### config.mk
export PLATFORM = sky130hd
export DESIGN_NAME = serial_addsub_seq
export DESIGN_NICKNAME = d
export VERILOG_FILES = /design/src/rtl/serial_addsub_pkg.sv /design/src/rtl/serial_addsub_full_adder.sv /design/src/rtl/serial_addsub_seq.sv
export SDC_FILE = /design/constraint.sdc
export NUM_CORES = 1
export LEC_CHECK = 0
export BUFFER_PORTS_ARGS = -buffer_cell sky130_fd_sc_hd__clkbuf_2
export CAP_MARGIN = 20
export CORE_ASPECT_RATIO = 0.8
export CORE_MARGIN = 10
export CORE_UTILIZATION = 52
export CTS_CLUSTER_SIZE = 20
export DETAILED_ROUTE_END_ITERATION = 8
export HOLD_SLACK_MARGIN = 0.1
export PLACE_DENSITY = 0.86
export SLEW_MARGIN = 20
export SYNTH_ARGS = -nofsm -noshare
export SYNTH_HDL_FRONTEND = slang
export SYNTH_HIERARCHICAL = 1
export SYNTH_SLANG_ARGS = --single-unit
export TNS_END_PERCENT = 30
### constraint.sdc
create_clock -name clk -period 1.8 [get_ports clk]
set_input_delay 0.18 -clock clk [delete_from_list [all_inputs] [get_ports clk]]
set_output_delay 0.18 -clock clk [all_outputs]
set_load 0.01 [all_outputs]
### src/rtl/serial_addsub_pkg.sv
// Shared definitions for the bit-serial add/subtract sequencer.
// Optional abort port is enabled by defining SERIAL_ADDSUB_ABORT_EN.
package serial_addsub_pkg;

  localparam int DEFAULT_WIDTH = 8;

  typedef enum logic [1:0] {
    IDLE = 2'd0,
    RUN  = 2'd1,
    DONE = 2'd2
  } seqState_t;

  // Counter width for a WIDTH-bit operation; never narrower than one bit.
  function automatic int cntWidth(input int w);
    return (w > 1) ? $clog2(w) : 1;
  endfunction

endpackage

### src/rtl/serial_addsub_full_adder.sv
// One-bit full adder cell, time-shared by the serial sequencer.
module full_adder (
  input  logic A,
  input  logic B,
  input  logic Cin,
  output logic Y,
  output logic Cout
);

  assign Y    = A ^ B ^ Cin;
  assign Cout = (A & B) | (Cin & (A ^ B));

endmodule

### src/rtl/serial_addsub_seq.sv
// Bit-serial add/subtract/negate sequencer: one full adder, WIDTH cycles, LSB first.
// Define SERIAL_ADDSUB_ABORT_EN to add an abort input that drops the current op.
module serial_addsub_seq
  import serial_addsub_pkg::*;
#(
  parameter int WIDTH = DEFAULT_WIDTH
) (
  input  logic             clk,
  input  logic             rst_n,
  input  logic             in_valid,
  output logic             in_ready,
  input  logic [WIDTH-1:0] A,
  input  logic [WIDTH-1:0] B,
  input  logic             sub,
`ifdef SERIAL_ADDSUB_ABORT_EN
  input  logic             abort,
`endif
  output logic             out_valid,
  input  logic             out_ready,
  output logic [WIDTH-1:0] Y,
  output logic             cout,
  output logic             ovf
);

  localparam int CNT_W = cntWidth(WIDTH);
  localparam logic [CNT_W-1:0] LAST_CNT = CNT_W'(WIDTH - 1);

  seqState_t        state, nextState;
  logic [WIDTH-1:0] aSh, bSh, yReg;
  logic [CNT_W-1:0] cnt;
  logic             carryReg, coutReg, ovfReg;
  logic             faSum, faCout;
  logic             accept, lastBit, abortHit;
  logic [WIDTH-1:0] finalSum;

  full_adder u_fa (
    .A   (aSh[0]),
    .B   (bSh[0]),
    .Cin (carryReg),
    .Y   (faSum),
    .Cout(faCout)
  );

`ifdef SERIAL_ADDSUB_ABORT_EN
  assign abortHit = abort && (state != IDLE);
`else
  assign abortHit = 1'b0;
`endif

  assign accept   = in_valid && in_ready;
  assign lastBit  = (state == RUN) && (cnt == LAST_CNT);
  // aSh doubles as the result register: sum bits fill it from the top as A drains out.
  assign finalSum = {faSum, aSh[WIDTH-1:1]};

  always_ff @(posedge clk or negedge rst_n) begin
    if (!rst_n) state <= IDLE;
    else        state <= nextState;
  end

  // NOTE: every output of this block gets a default first, so no path leaves one unassigned and infers a latch.
  always_comb begin
    nextState = state;
    in_ready  = 1'b0;
    out_valid = 1'b0;
    case (state)
      IDLE: begin
        in_ready = 1'b1;
        if (in_valid) nextState = RUN;
      end
      RUN:     if (lastBit) nextState = DONE;
      DONE: begin
        out_valid = 1'b1;
        if (out_ready) nextState = IDLE;
      end
      default: nextState = IDLE;
    endcase
    if (abortHit) nextState = IDLE;
  end

  // NOTE: clocked state uses non-blocking assignments so every register samples pre-edge values.
  always_ff @(posedge clk or negedge rst_n) begin
    if (!rst_n) begin
      aSh      <= '0;
      bSh      <= '0;
      yReg     <= '0;
      cnt      <= '0;
      carryReg <= 1'b0;
      coutReg  <= 1'b0;
      ovfReg   <= 1'b0;
    end else begin
      if (state == IDLE && accept) begin
        aSh      <= A;
        bSh      <= B ^ {WIDTH{sub}};
        carryReg <= sub;
        cnt      <= '0;
      end else if (state == RUN && !abortHit) begin
        aSh      <= finalSum;
        bSh      <= {1'b0, bSh[WIDTH-1:1]};
        carryReg <= faCout;
        cnt      <= cnt + CNT_W'(1);
        // Outputs update only on a completed op, so an abort leaves the last result visible.
        if (lastBit) begin
          yReg    <= finalSum;
          coutReg <= faCout;
          ovfReg  <= carryReg ^ faCout;
        end
      end
    end
  end

  assign Y    = yReg;
  assign cout = coutReg;
  assign ovf  = ovfReg;

endmodule

; ---- Word-level counts from Yosys, hierarchy flattened
; Index checks and enable logic that the tools add are counted.
[word_totals]
in_bits = 21
register_bits = 32
word_cells = 44
[classes]
n_mux = 14
bitwise_logic = 8
n_eq_ne = 6
n_reduce_logical = 7
addsub = 1
[op_table]
columns = cell, count
row1 = 8-bit 2-to-1 mux, 4
row2 = 8-bit bitwise XOR, 1
row3 = 2-bit 2-to-1 mux, 3
row4 = 3-bit 2-to-1 mux, 2
row5 = "2-bit inequality test, second input constant", 3
row6 = 2-bit case mux with 3 select lines, 1
row7 = 3-bit AND reduction, 2
row8 = 1-bit 2-to-1 mux, 4
row9 = "3-bit by 1-bit adder with 3-bit output, second input constant", 1
row10 = "3-bit equality test, second input constant", 1
row11 = 1-bit logical AND, 3
row12 = 1-bit bitwise XOR, 3
row13 = 1-bit AND, 2
row14 = "2-bit by 1-bit equality test with 1-bit output, second input constant", 1
row15 = "2-bit equality test, second input constant", 1
row16 = 2-bit logical NOT, 1
row17 = 2-bit nonzero test, 1
row18 = 1-bit NOT, 1
row19 = 1-bit OR, 1

; ---- Depth between registers and ports, before layout
; Gate-level depths: netlist of the first run.
[logic_depth]
depth_word = 6
ltp_mapped = 6
ltp_nobuf = 5

; ---- Cells and area by module
; The synthesis of the first run kept the hierarchy.
[by_module_without_submodules]
columns = module, seq_area_each_um2, area_each_um2, instances, cells_per_inst
row1 = serial_addsub_seq, 800.8, 1422.6, 1, 123
row2 = full_adder, 0.0, 20.0, 1, 1

; ---- Worst setup path after synthesis of the first run
; No wires, ideal clock.
[synth_path]
kind = register -> register
start = reg cnt[0]
end = reg yReg[2] (netlist: Y[2])
t_arrival_ps = 1401
stages_incl_launch_ff = 6
setup_slack_ps = 274
required_time_ps = 1675
cell_sequence = dfrtp_1 -> ha_1 -> ha_1 -> nand3b_1 -> buf_2 -> mux2_2
[synth_via]
elab_chain_len = 3
[synth_rtl]
columns = item, line
row1 = from (decl), serial_addsub_seq.sv:30  ; logic [CNT_W-1:0] cnt;
row2 = from (signal assigned), serial_addsub_seq.sv:100  ; cnt <= cnt + CNT_W'(1);
row3 = 3-bit equality test, serial_addsub_seq.sv:51  ; assign lastBit = (state == RUN) && (cnt == LAST_CNT);
row4 = 1-bit logical AND, serial_addsub_seq.sv:51
row5 = 3-bit AND reduction (no source line), -
row6 = to (signal assigned), serial_addsub_seq.sv:103  ; yReg <= finalSum;
row7 = to (decl), serial_addsub_seq.sv:29  ; logic [WIDTH-1:0] aSh, bSh, yReg;
; No other way between the ends.
; A chain may end at the register's enable or synchronous reset.

; ---- Final worst setup path of the first run
[layout_path]
start = reg cnt[0]
end = reg yReg[0] (netlist: Y[0])
; Same word-level chain as after synthesis.

==> results of run 1 <==
[kinds of logic after synthesis]
group           Yosys count  share of synthesized area (%)
compound gates           22                          12.49
fa+ha+maj                 3                          3.122
simple gates             41                          12.84
flops                    32                          55.51
buf+inv                   8                          3.555
mux                       9                          7.025
xor+xnor                  9                          5.464
[routing by layer]
layer  vias to the layer above  share of wire (%)  global-route usage, %
met1                       552                 39                  13.61
met3                         9                5.1                  5.094
met4                         0                2.5                  6.920
met2                        27                 53                  22.95
li1                        526                  -                      -
met5                         -                  0                      0
[per-stage QoR]
step | power [mW] | utilization [%]
2_1_floorplan | 2.008 | -
3_3_place_gp | 2.289 | 64.42
3_5_place_dp | 2.370 | 64.42
4_1_cts | 2.924 | 71.36
5_1_grt | 3.129 | 71.46
6_report | 2.907 | 71.46
[worst max-delay path, cell delays in order, from the launching register on]
cell	delay, ns
dfrtp_1	0.40
ha_1	0.20
ha_1	0.19
nand3b_1	0.08
buf_4	0.20
mux2_2	0.35
[sequential cells by signal, indices dropped and copies added (netlist names)]
register  cells
bSh           8
carryReg      1
aSh           8
state         2
cout          1
cnt           3
Y             8
ovf           1
[worst min-delay path by stage]
stage	to	slack, ns	depth (start not counted)
after floorplan	Y[0]$_DFFE_PN0P_	-0.12	0
after global placement	Y[2]$_DFFE_PN0P_	0.28	1
after detailed placement	Y[2]$_DFFE_PN0P_	0.29	1
after CTS	bSh[7]$_DFFE_PN0P_	0.12	3
after global routing	bSh[7]$_DFFE_PN0P_	0.15	3
final	bSh[7]$_DFFE_PN0P_	0.12	3
[power groups by stage]
stage               clock network [mW]  logic [mW]  registers, mW
finish                           0.532        1.13           1.24
CTS                              0.545        1.14           1.24
detailed placement                   0        1.12           1.25
global route                     0.575        1.27           1.28
global placement                     0        1.06           1.23
floorplan                            0       0.752           1.26
[cell type report]
type | count | area (sq um)
multi-input cells | 84 | 593.1
clock buffers | 6 | 41.29
repair buffers | 47 | 297.8
inverters | 1 | 3.754
fillers | 179 | 725.7
flip-flops and latches | 32 | 800.8
well taps | 36 | 45.04
clock inverters | 2 | 35.03
[Yosys cell counts, types with 3 or more instances]
library cell | number | area, sq um
o21ai_0 | 4 | 20.02
nand2_1 | 24 | 90.09
nand3_1 | 3 | 15.01
dfrtp_1 | 32 | 800.8
nor2_1 | 8 | 30.03
buf_2 | 5 | 25.02
a22oi_1 | 9 | 67.56
xnor2_1 | 9 | 78.83
mux2_2 | 9 | 101.4
a221o_2 | 5 | 56.30
==> impl_metrics.csv, run 1 <==
group,metric,value,unit
status,status,"finished, final reports clean",
drt,via_per_inst,5.356,
timing,fin_tns_setup,0,ns
timing,finalHoldViolCount,0,
timing,worstMarginPinSlew,0.7736,ns
final_layout,final_cells,208,
clocking,root_buffer,"clkbuf_4",
drt,avgRoutedWirePerCell,15.47,um
yosys,synth_cells,124,
yosys,syn_area,1443,sq um
setup_path,r2r_slack,0.25,ns
pwr,clkPwrFrac,18.3,%
yosys,async_reset_ff_share,100.0,%
grt,grt_max_degree,33,
yosys,yosysUniqueCellTypes,22,
yosys,synth_top_flop_cell,"dfrtp_1",
pwr,pwr-share-seq,42.8,%
drt,num_vias,1114,
clocking,ctsResizeCount,0,
timing,clock.fmax,645.3,MHz
drt,drc,0,
setup_path,startpoint,"cnt[0]$_DFFE_PN0P_",
placed_design,placed_cell_area,1638,sq um
grt,grt_pass1_vias,1188,
timing,period_minus_slack,1.550,ns
setup_path,required,2.01,ns
pwr,peakVddDrop,0.9980,mV
hold_path,hp-class,"input port to flop",
timing,rsz0062_at_grt,"no",
final_layout,final_cell_mix,"32 x dfrtp_1, 32 x clkbuf_2, 24 x nand2_1",
floorplanning,rows,16,
clocking,clk_pin_slew,0.09,ns
floorplanning,die_h,67.11,um
run,drv_cap,0,
floorplanning,start_util,56.74,%
clocking,htreeDepth,2,
floorplanning,design.die.area,5294,sq um
final_layout,final_nets,195,
drt,drt-total-wl,3.218,mm
setup_path,r2r_end,"Y[0]$_DFFE_PN0P_",
timing,slew_violations,0,
setup_path,start_kind,"flop",
yosys,yosysSeqAreaShare,55.51,%
floorplanning,die_width,78.89,um
clocking,hold_buffers,10,
drt,drtAntennaViolNets,0,
grt,grt_pass1_wl,5.402,mm
yosys,synth_seq_cells,32,
floorplanning,ios,33,
grt,antenna_found_initial,0,
clocking,worstSkewPairLatency,0.34,ns
timing,holdWs,0.1244,ns
pwr,leakage,0.9115,nW
placed_design,port_buffers,32,
setup_path,critPathMaxFanout,12,
placed_design,dp.cells,190,
clocking,cts_setup_buffers,0,
yosys,synth_edf_count,0,
setup_path,crit_path_end_kind,"flop",
yosys,synth_nets,148,
drt,drt_first_pass_iters,4,
final_layout,stdcell_area,1817,sq um
pwr,swShare,35.38,%
pwr,p_comb_share,38.9,%
clocking,cts_sinks,32,
grt,grt_overflow,0,
final_layout,n_antenna_cell,0,
final_layout,syn2layout_area_growth,25.93,%
yosys,synth.avg_cell_area,11.63,sq um
drt,drt_iter0_markers,102,
setup_path,reg2reg_depth,5,
placed_design,gp_congestion,0.8290,
final_layout,drive_gt1_share,36.05,%
clocking,cts_tree,"yes",
clocking,cts_made_buffers,5,
timing,maxSlewHeadroom,48.43,%
placed_design,dpl_worst_slack,0.1373,ns
setup_path,crit_end,"Y[0]$_DFFE_PN0P_",
yosys,yosysWarningCount,6,
hold_path,min_from,"B[7]",
setup_path,arrival,1.76,ns
setup_path,criticalPathCategory,"flop to flop",
timing,fin_skew,0.01778,ns
setup_path,r2r-start,"cnt[0]$_DFFE_PN0P_",
pwr,power.density,1600,nW/um^2
floorplanning,coreArea,2542,sq um
timing,fin_crit_sh,86.09,%
pwr,power.internal,1.879,mW
timing,setup_ws,0.2504,ns
grt,grt_usage,13.12,%
pwr,p_sw,1.029,mW
timing,finalSetupViolCount,0,
clocking,clk_path_buf_depth,2,
placed_design,hpwl,2.348,mm
Note: power is estimated with default switching activity, not from simulation.
==> run 2, diff against run 1 <==
--- a/config.mk
+++ b/config.mk
@@ -7,2 +7,3 @@
 export LEC_CHECK = 0
+export ABC_AREA = 1
 export BUFFER_PORTS_ARGS = -buffer_cell sky130_fd_sc_hd__clkbuf_2
@@ -11,7 +12,7 @@
 export CORE_MARGIN = 10
-export CORE_UTILIZATION = 52
-export CTS_CLUSTER_SIZE = 20
+export CORE_UTILIZATION = 53
+export CTS_CLUSTER_SIZE = 14
 export DETAILED_ROUTE_END_ITERATION = 8
 export HOLD_SLACK_MARGIN = 0.1
-export PLACE_DENSITY = 0.86
+export PLACE_DENSITY = 0.87
 export SLEW_MARGIN = 20
==> constraint.sdc (replaced) <==
create_clock -name clk -period 1.8 [get_ports clk]
set_input_delay 0.27 -clock clk [delete_from_list [all_inputs] [get_ports clk]]
set_output_delay 0.27 -clock clk [all_outputs]
set_load 0.01 [all_outputs]
==> run 2 against run 1 <==
- clock skew down 0.0088 ns
- synthesized cell count rose by 55%
- largest cell class unchanged
- first-iteration DRC count decreased by 18%
- die area increased by 2.5%
- largest power group unchanged
- sequential share of layout area grew 0.87 points
- area after synthesis rose by 5.5%
- register-to-register slack improved by 0.24 ns
- worst setup slack gained 0.20 ns
==> impl_metrics.csv, run 2 <==
group,metric,value,unit
status,status,"finished, final reports clean",
final_layout,final_nets,253,
setup_path,critPathMaxFanout,6,
setup_path,required,1.53,ns
final_layout,stdcell_area,1782,sq um
timing,fin_tns_setup,0,ns
floorplanning,coreArea,2744,sq um
grt,grt_max_degree,33,
clocking,worstSkewPairLatency,0.34,ns
placed_design,hpwl,2.338,mm
yosys,synth_top_area_share,52.63,%
pwr,p_comb_share,37.2,%
clocking,htreeDepth,2,
final_layout,drive_gt1_share,20.43,%
floorplanning,die_width,79.90,um
yosys,yosysUniqueCellTypes,19,
setup_path,path_cells,"nor2_2 > clkbuf_2",
yosys,synth.avg_cell_area,7.924,sq um
pwr,leakage,1.017,nW
floorplanning,die_h,67.92,um
placed_design,gp_congestion,0.8184,
grt,grt_pass1_vias,1276,
drt,via_per_inst,4.881,
final_layout,n_antenna_cell,0,
yosys,async_reset_ff_share,100.0,%
yosys,yosysTopAreaCell,"dfrtp_1",
yosys,synth_nets,216,
timing,finalHoldViolCount,0,
pwr,p_sw,1.025,mW
yosys,synth_top_family_by_area,"simple AND/OR/NAND/NOR gates",
pwr,pwr-share-seq,46.5,%
yosys,synthTopCellsByArea,"dfrtp_1 53%, nand2_1 25%, nand3_1 8.2%, inv_1 3.0%, ha_1 1.6%",
clocking,clk_path_buf_depth,2,
drt,num_vias,1308,
yosys,synthAdderAreaFrac,2.961,%
timing,fin_crit_sh,74.75,%
setup_path,cpMaxStageDelayCell,"dfrtp_1",
setup_path,start_kind,"flop",
yosys,synth_cells,192,
drt,drt_first_pass_iters,4,
yosys,syn_area,1521,sq um
final_layout,mostFrequentLayoutCell,"nand2_1",
yosys,yosysSeqAreaShare,52.63,%
yosys,netlist_top_cells_count,"101 x nand2_1, 32 x dfrtp_1, 25 x nand3_1, 12 x inv_1, 4 x buf_2",
yosys,synth-compound-area-share,1.563,%
floorplanning,rows,17,
yosys,synth_edf_count,0,
setup_path,crit_path_end_kind,"primary output",
setup_path,criticalPathCategory,"flop to primary output",
placed_design,dpl_worst_slack,0.4932,ns
timing,clock.fmax,743.2,MHz
yosys,synth_seq_cells,32,
clocking,cts_made_buffers,5,
placed_design,port_buffers,32,
placed_design,dp.cells,259,
final_layout,final_cells,268,
grt,grt_overflow,0,
yosys,synth_top_flop_cell,"dfrtp_1",
yosys,yosysWarningCount,6,
drt,drtAntennaViolNets,0,
timing,maxSlewHeadroom,74.36,%
hold_path,hp-class,"input port to flop",
yosys,synth-simple-area-share,35.77,%
floorplanning,start_util,55.45,%
timing,worstMarginPinSlew,0.3846,ns
final_layout,final_cell_mix,"101 x nand2_1, 32 x dfrtp_1, 32 x clkbuf_2",
yosys,synth.most_common_cell,"nand2_1",
clocking,root_buffer,"clkbuf_4",
yosys,synthMuxAreaShare,0,%
clocking,clk_pin_slew,0.09,ns
drt,drc,0,
pwr,swShare,39.05,%
pwr,clkPwrFrac,16.3,%
setup_path,arrival,1.08,ns
pwr,power.internal,1.599,mW
floorplanning,design.die.area,5427,sq um
clocking,cts_tree,"yes",
drt,drt_iter0_markers,84,
timing,finalSetupViolCount,0,
clocking,cts_sinks,32,
timing,slew_violations,0,
pwr,peakVddDrop,0.7268,mV
clocking,cts_setup_buffers,0,
setup_path,critPathMaxStageDelay,0.45,ns
timing,fin_skew,0.009027,ns
timing,rsz0062_at_grt,"no",
placed_design,placed_cell_area,1713,sq um
drt,drt-total-wl,3.159,mm
grt,grt_usage,12.83,%
run,drv_cap,0,
grt,grt_pass1_wl,5.554,mm
timing,setup_ws,0.4545,ns
grt,antenna_found_initial,0,
timing,period_minus_slack,1.346,ns
yosys,synth-xor-area-share,1.151,%
floorplanning,ios,33,
drt,avgRoutedWirePerCell,11.79,um
final_layout,syn2layout_area_growth,17.11,%
pwr,power.density,1473,nW/um^2
run 2: area by class of cell:
| class | count | area [sq um] |
|---|---|---|
| Fill cell | 222 | 962.2 |
| Sequential cell | 32 | 800.8 |
| Multi-Input combinational cell | 141 | 630.6 |
| Timing Repair Buffer | 36 | 192.7 |
| Clock buffer | 8 | 58.81 |
| Inverter | 13 | 51.30 |
| Tap cell | 38 | 47.55 |
run 2: power by group through the flow:
stage          logic, mW  registers [mW]  clock network (mW)
2_1_floorplan      0.665            1.24                   0
3_5_place_dp       0.994            1.23                   0
5_1_grt             1.13            1.26               0.483
6_report           0.977            1.22               0.427
4_1_cts            0.997            1.22               0.440
3_3_place_gp       0.955            1.23                   0
run 2: critical path, delay by kind of cell, from the launching register on:
family	cells	cell delay, ns
buffers and inverters	1	0.14
and+or+nand+nor	1	0.14
DFF	1	0.45
run 2: worst paths after layout:
kind / from / to / slack, ns / depth (start not counted)
setup / recovery: state[0]$_DFFE_PN0P_ / in_ready / 0.45 / 2
hold / removal: out_ready / state[1]$_DFFE_PN0P_ / 0.12 / 2
setup reg to reg: state[1]$_DFFE_PN0P_ / Y[4]$_DFFE_PN0P_ / 0.49 / 6
hold reg to reg: Y[2]$_DFFE_PN0P_ / Y[2]$_DFFE_PN0P_ / 0.48 / 2
max in group asynchronous: rst_n / bSh[5]$_DFFE_PN0P_ / 1.04 / 3
min in group asynchronous: rst_n / cout$_DFFE_PN0P_ / 0.47 / 3
run 2: kinds of logic after synthesis:
group,Yosys count
AO/OA/AOI/OAI,4
flip-flops,32
XOR/XNOR,2
adder cells (fa/ha/maj),3
buffers and inverters,19
AND/OR/NAND/NOR,132
run 2: stage by stage:
step           util [%]  power, mW  hold slack (ns)
3_5_place_dp      62.43      2.226           0.3075
5_1_grt           64.93      2.879           0.1091
2_1_floorplan         -      1.902         -0.02559
3_3_place_gp      62.43      2.181           0.3062
4_1_cts           64.93      2.657           0.1134
6_report          64.93      2.624           0.1234
run 2: what timing repair did:
action / 4_1_cts / 5_1_grt
hold buffers: 1 / 0
gates resized for setup: 0 / 0
endpoints found under the hold margin: 32 / 0
run 2: metal layers:
metal  track usage [%]  wire [um]  vias up  part of all wire, %
met3             7.592        355        6                   11
li1                  -          -      671                    -
met2             19.30       1363       41                   43
met5                 0          0        -                    0
met4             3.509         36        0                  1.1
met1             15.32       1403      590                   44
==> run 3, diff against run 2 <==
clock period = 1.24 ns   (was 1.8 ns; I/O delays follow)
==> run 3 against run 2 <==
- wire length increased by 14%
- via count is 5.6% higher
- global-route usage rose by 0.93 points
- flip-flop and latch count is the same
- non-clock buffer count rose by 7
- critical path type unchanged
- critical endpoint unchanged
- largest power group unchanged
==> impl_metrics.csv, run 3 (synthesized netlist as in run 2, its figures left out) <==
group,metric,value,unit
status,status,"finished, final reports clean",
pwr,power.internal,2.380,mW
timing,worstMarginPinSlew,0.3841,ns
timing,rsz0062_at_grt,"yes",
grt,grt_max_degree,33,
drt,drt_first_pass_iters,4,
clocking,clk_pin_slew,0.09,ns
drt,drt_iter0_markers,151,
clocking,root_buffer,"clkbuf_4",
pwr,p_sw,1.626,mW
timing,finalSetupViolCount,0,
placed_design,gp_congestion,0.8218,
setup_path,arrival,1.03,ns
final_layout,utilization,68.31,%
setup_path,required,1.05,ns
timing,fin_crit_sh,98.30,%
final_layout,final_cell_mix,"100 x nand2_1, 31 x dfrtp_1, 30 x clkbuf_2",
drt,drtAntennaViolNets,0,
final_layout,mostFrequentLayoutCell,"nand2_1",
final_layout,drive_gt1_share,25.32,%
grt,grt_pass1_wl,5.899,mm
floorplanning,start_util,55.45,%
drt,avgRoutedWirePerCell,13.08,um
setup_path,critPathMaxStageDelay,0.46,ns
pwr,swShare,40.59,%
drt,via_per_inst,5.022,
drt,num_vias,1381,
timing,maxSlewHeadroom,74.39,%
placed_design,hpwl,2.439,mm
pwr,power.density,2138,nW/um^2
final_layout,final_cells,275,
timing,setup_ws,0.02113,ns
placed_design,dp.cells,263,
pwr,leakage,1.055,nW
pwr,clkPwrFrac,13.2,%
timing,fin_skew,0.005205,ns
grt,grt_pass1_vias,1323,
floorplanning,ios,33,
pwr,p_comb_share,42.2,%
clocking,cts_made_buffers,5,
clocking,cts_tree,"yes",
grt,grt_usage,13.76,%
grt,antenna_found_initial,0,
timing,slew_violations,0,
grt,grt_overflow,0,
timing,holdWs,0.1124,ns
final_layout,n_antenna_cell,0,
clocking,cts_sinks,32,
final_layout,final_nets,261,
drt,drt-total-wl,3.597,mm
clocking,clk_path_buf_depth,2,
timing,period_minus_slack,1.219,ns
setup_path,cpMaxStageDelayCell,"dfrtp_2",
pwr,peakVddDrop,1.049,mV
setup_path,start_kind,"flop",
final_layout,syn2layout_area_growth,23.19,%
setup_path,crit_path_end_kind,"primary output",
setup_path,path_cells,"nor2_2 > buf_2",
timing,finalHoldViolCount,0,
hold_path,hp-class,"input port to flop",
floorplanning,die_width,79.90,um
clocking,worstSkewPairLatency,0.33,ns
setup_path,criticalPathCategory,"flop to primary output",
floorplanning,coreArea,2744,sq um
pwr,pwr-share-seq,44.6,%
timing,clock.fmax,820.4,MHz
clocking,htreeDepth,2,
run,drv_cap,0,
placed_design,dpl_worst_slack,-0.01490,ns
placed_design,port_buffers,32,
setup_path,critPathMaxFanout,6,
timing,fin_tns_setup,0,ns
floorplanning,die_h,67.92,um
drt,drc,0,
floorplanning,design.die.area,5427,sq um
floorplanning,rows,17,
## run 3: critical path, delay by kind of cell, from the launching register on
kind	cells	cell delay [ns]
buffers and inverters	1	0.14
AND/OR/NAND/NOR	1	0.11
flip-flops	1	0.46
## run 3: per-layer routing
metal | up-vias | part of all wire [%] | track usage [%]
met4 | 0 | 1.4 | 5.702
met5 | - | 0 | 0
met1 | 637 | 42 | 16.56
met2 | 50 | 48 | 21.70
met3 | 5 | 9.1 | 5.497
li1 | 689 | - | -
## run 3: area by class of cell
cell class / count / area [sq um]
Fill cell: 216 / 869.6
Sequential cell: 32 / 802.0
Multi-Input combinational cell: 142 / 671.9
Timing Repair Buffer: 43 / 252.7
Inverter: 13 / 53.80
Tap cell: 38 / 47.55
Clock buffer: 6 / 41.29
Clock inverter: 1 / 5.005
## run 3: metrics by stage
| step | instance area [sq um] | power [mW] |
|---|---|---|
| finish | 1874 | 4.007 |
| global route | 1874 | 4.377 |
| CTS | 1844 | 3.893 |
| detailed placement | 1743 | 3.308 |
| global placement | 1743 | 3.250 |
| floorplan | 1521 | 2.760 |
## run 3: what timing repair did
item / CTS / global route
setup endpoints to repair: 13 / 19
hold endpoints to repair: 35 / 0
hold buffers: 4 / 0
gates resized for setup: 4 / 10
setup buffers: 0 / 0
cloned: 1 / 0
pin swaps: 2 / 3
## run 3: final timing paths
path	start	endpoint	slack (ns)	cells after the start
worst max-delay path	state[0]$_DFFE_PN0P_	in_ready	0.02	2
worst max register to register	carryReg$_DFFE_PN0P_	aSh[7]$_DFFE_PN0P_	0.03	3
max in group asynchronous	rst_n	state[0]$_DFFE_PN0P_	0.55	3
worst min register to register	Y[0]$_DFFE_PN0P_	Y[0]$_DFFE_PN0P_	0.48	2
worst min-delay path	A[0]	aSh[0]$_DFFE_PN0P_	0.11	3
min in group asynchronous	rst_n	bSh[2]$_DFFE_PN0P_	0.40	3
## run 3: power by group through the flow
stage | Combinational (mW) | Clock (mW) | Sequential, mW
floorplan | 0.965 | 0 | 1.80
global placement | 1.48 | 0 | 1.77
detailed placement | 1.52 | 0 | 1.79
CTS | 1.58 | 0.544 | 1.77
global route | 1.94 | 0.596 | 1.84
finish | 1.69 | 0.530 | 1.79
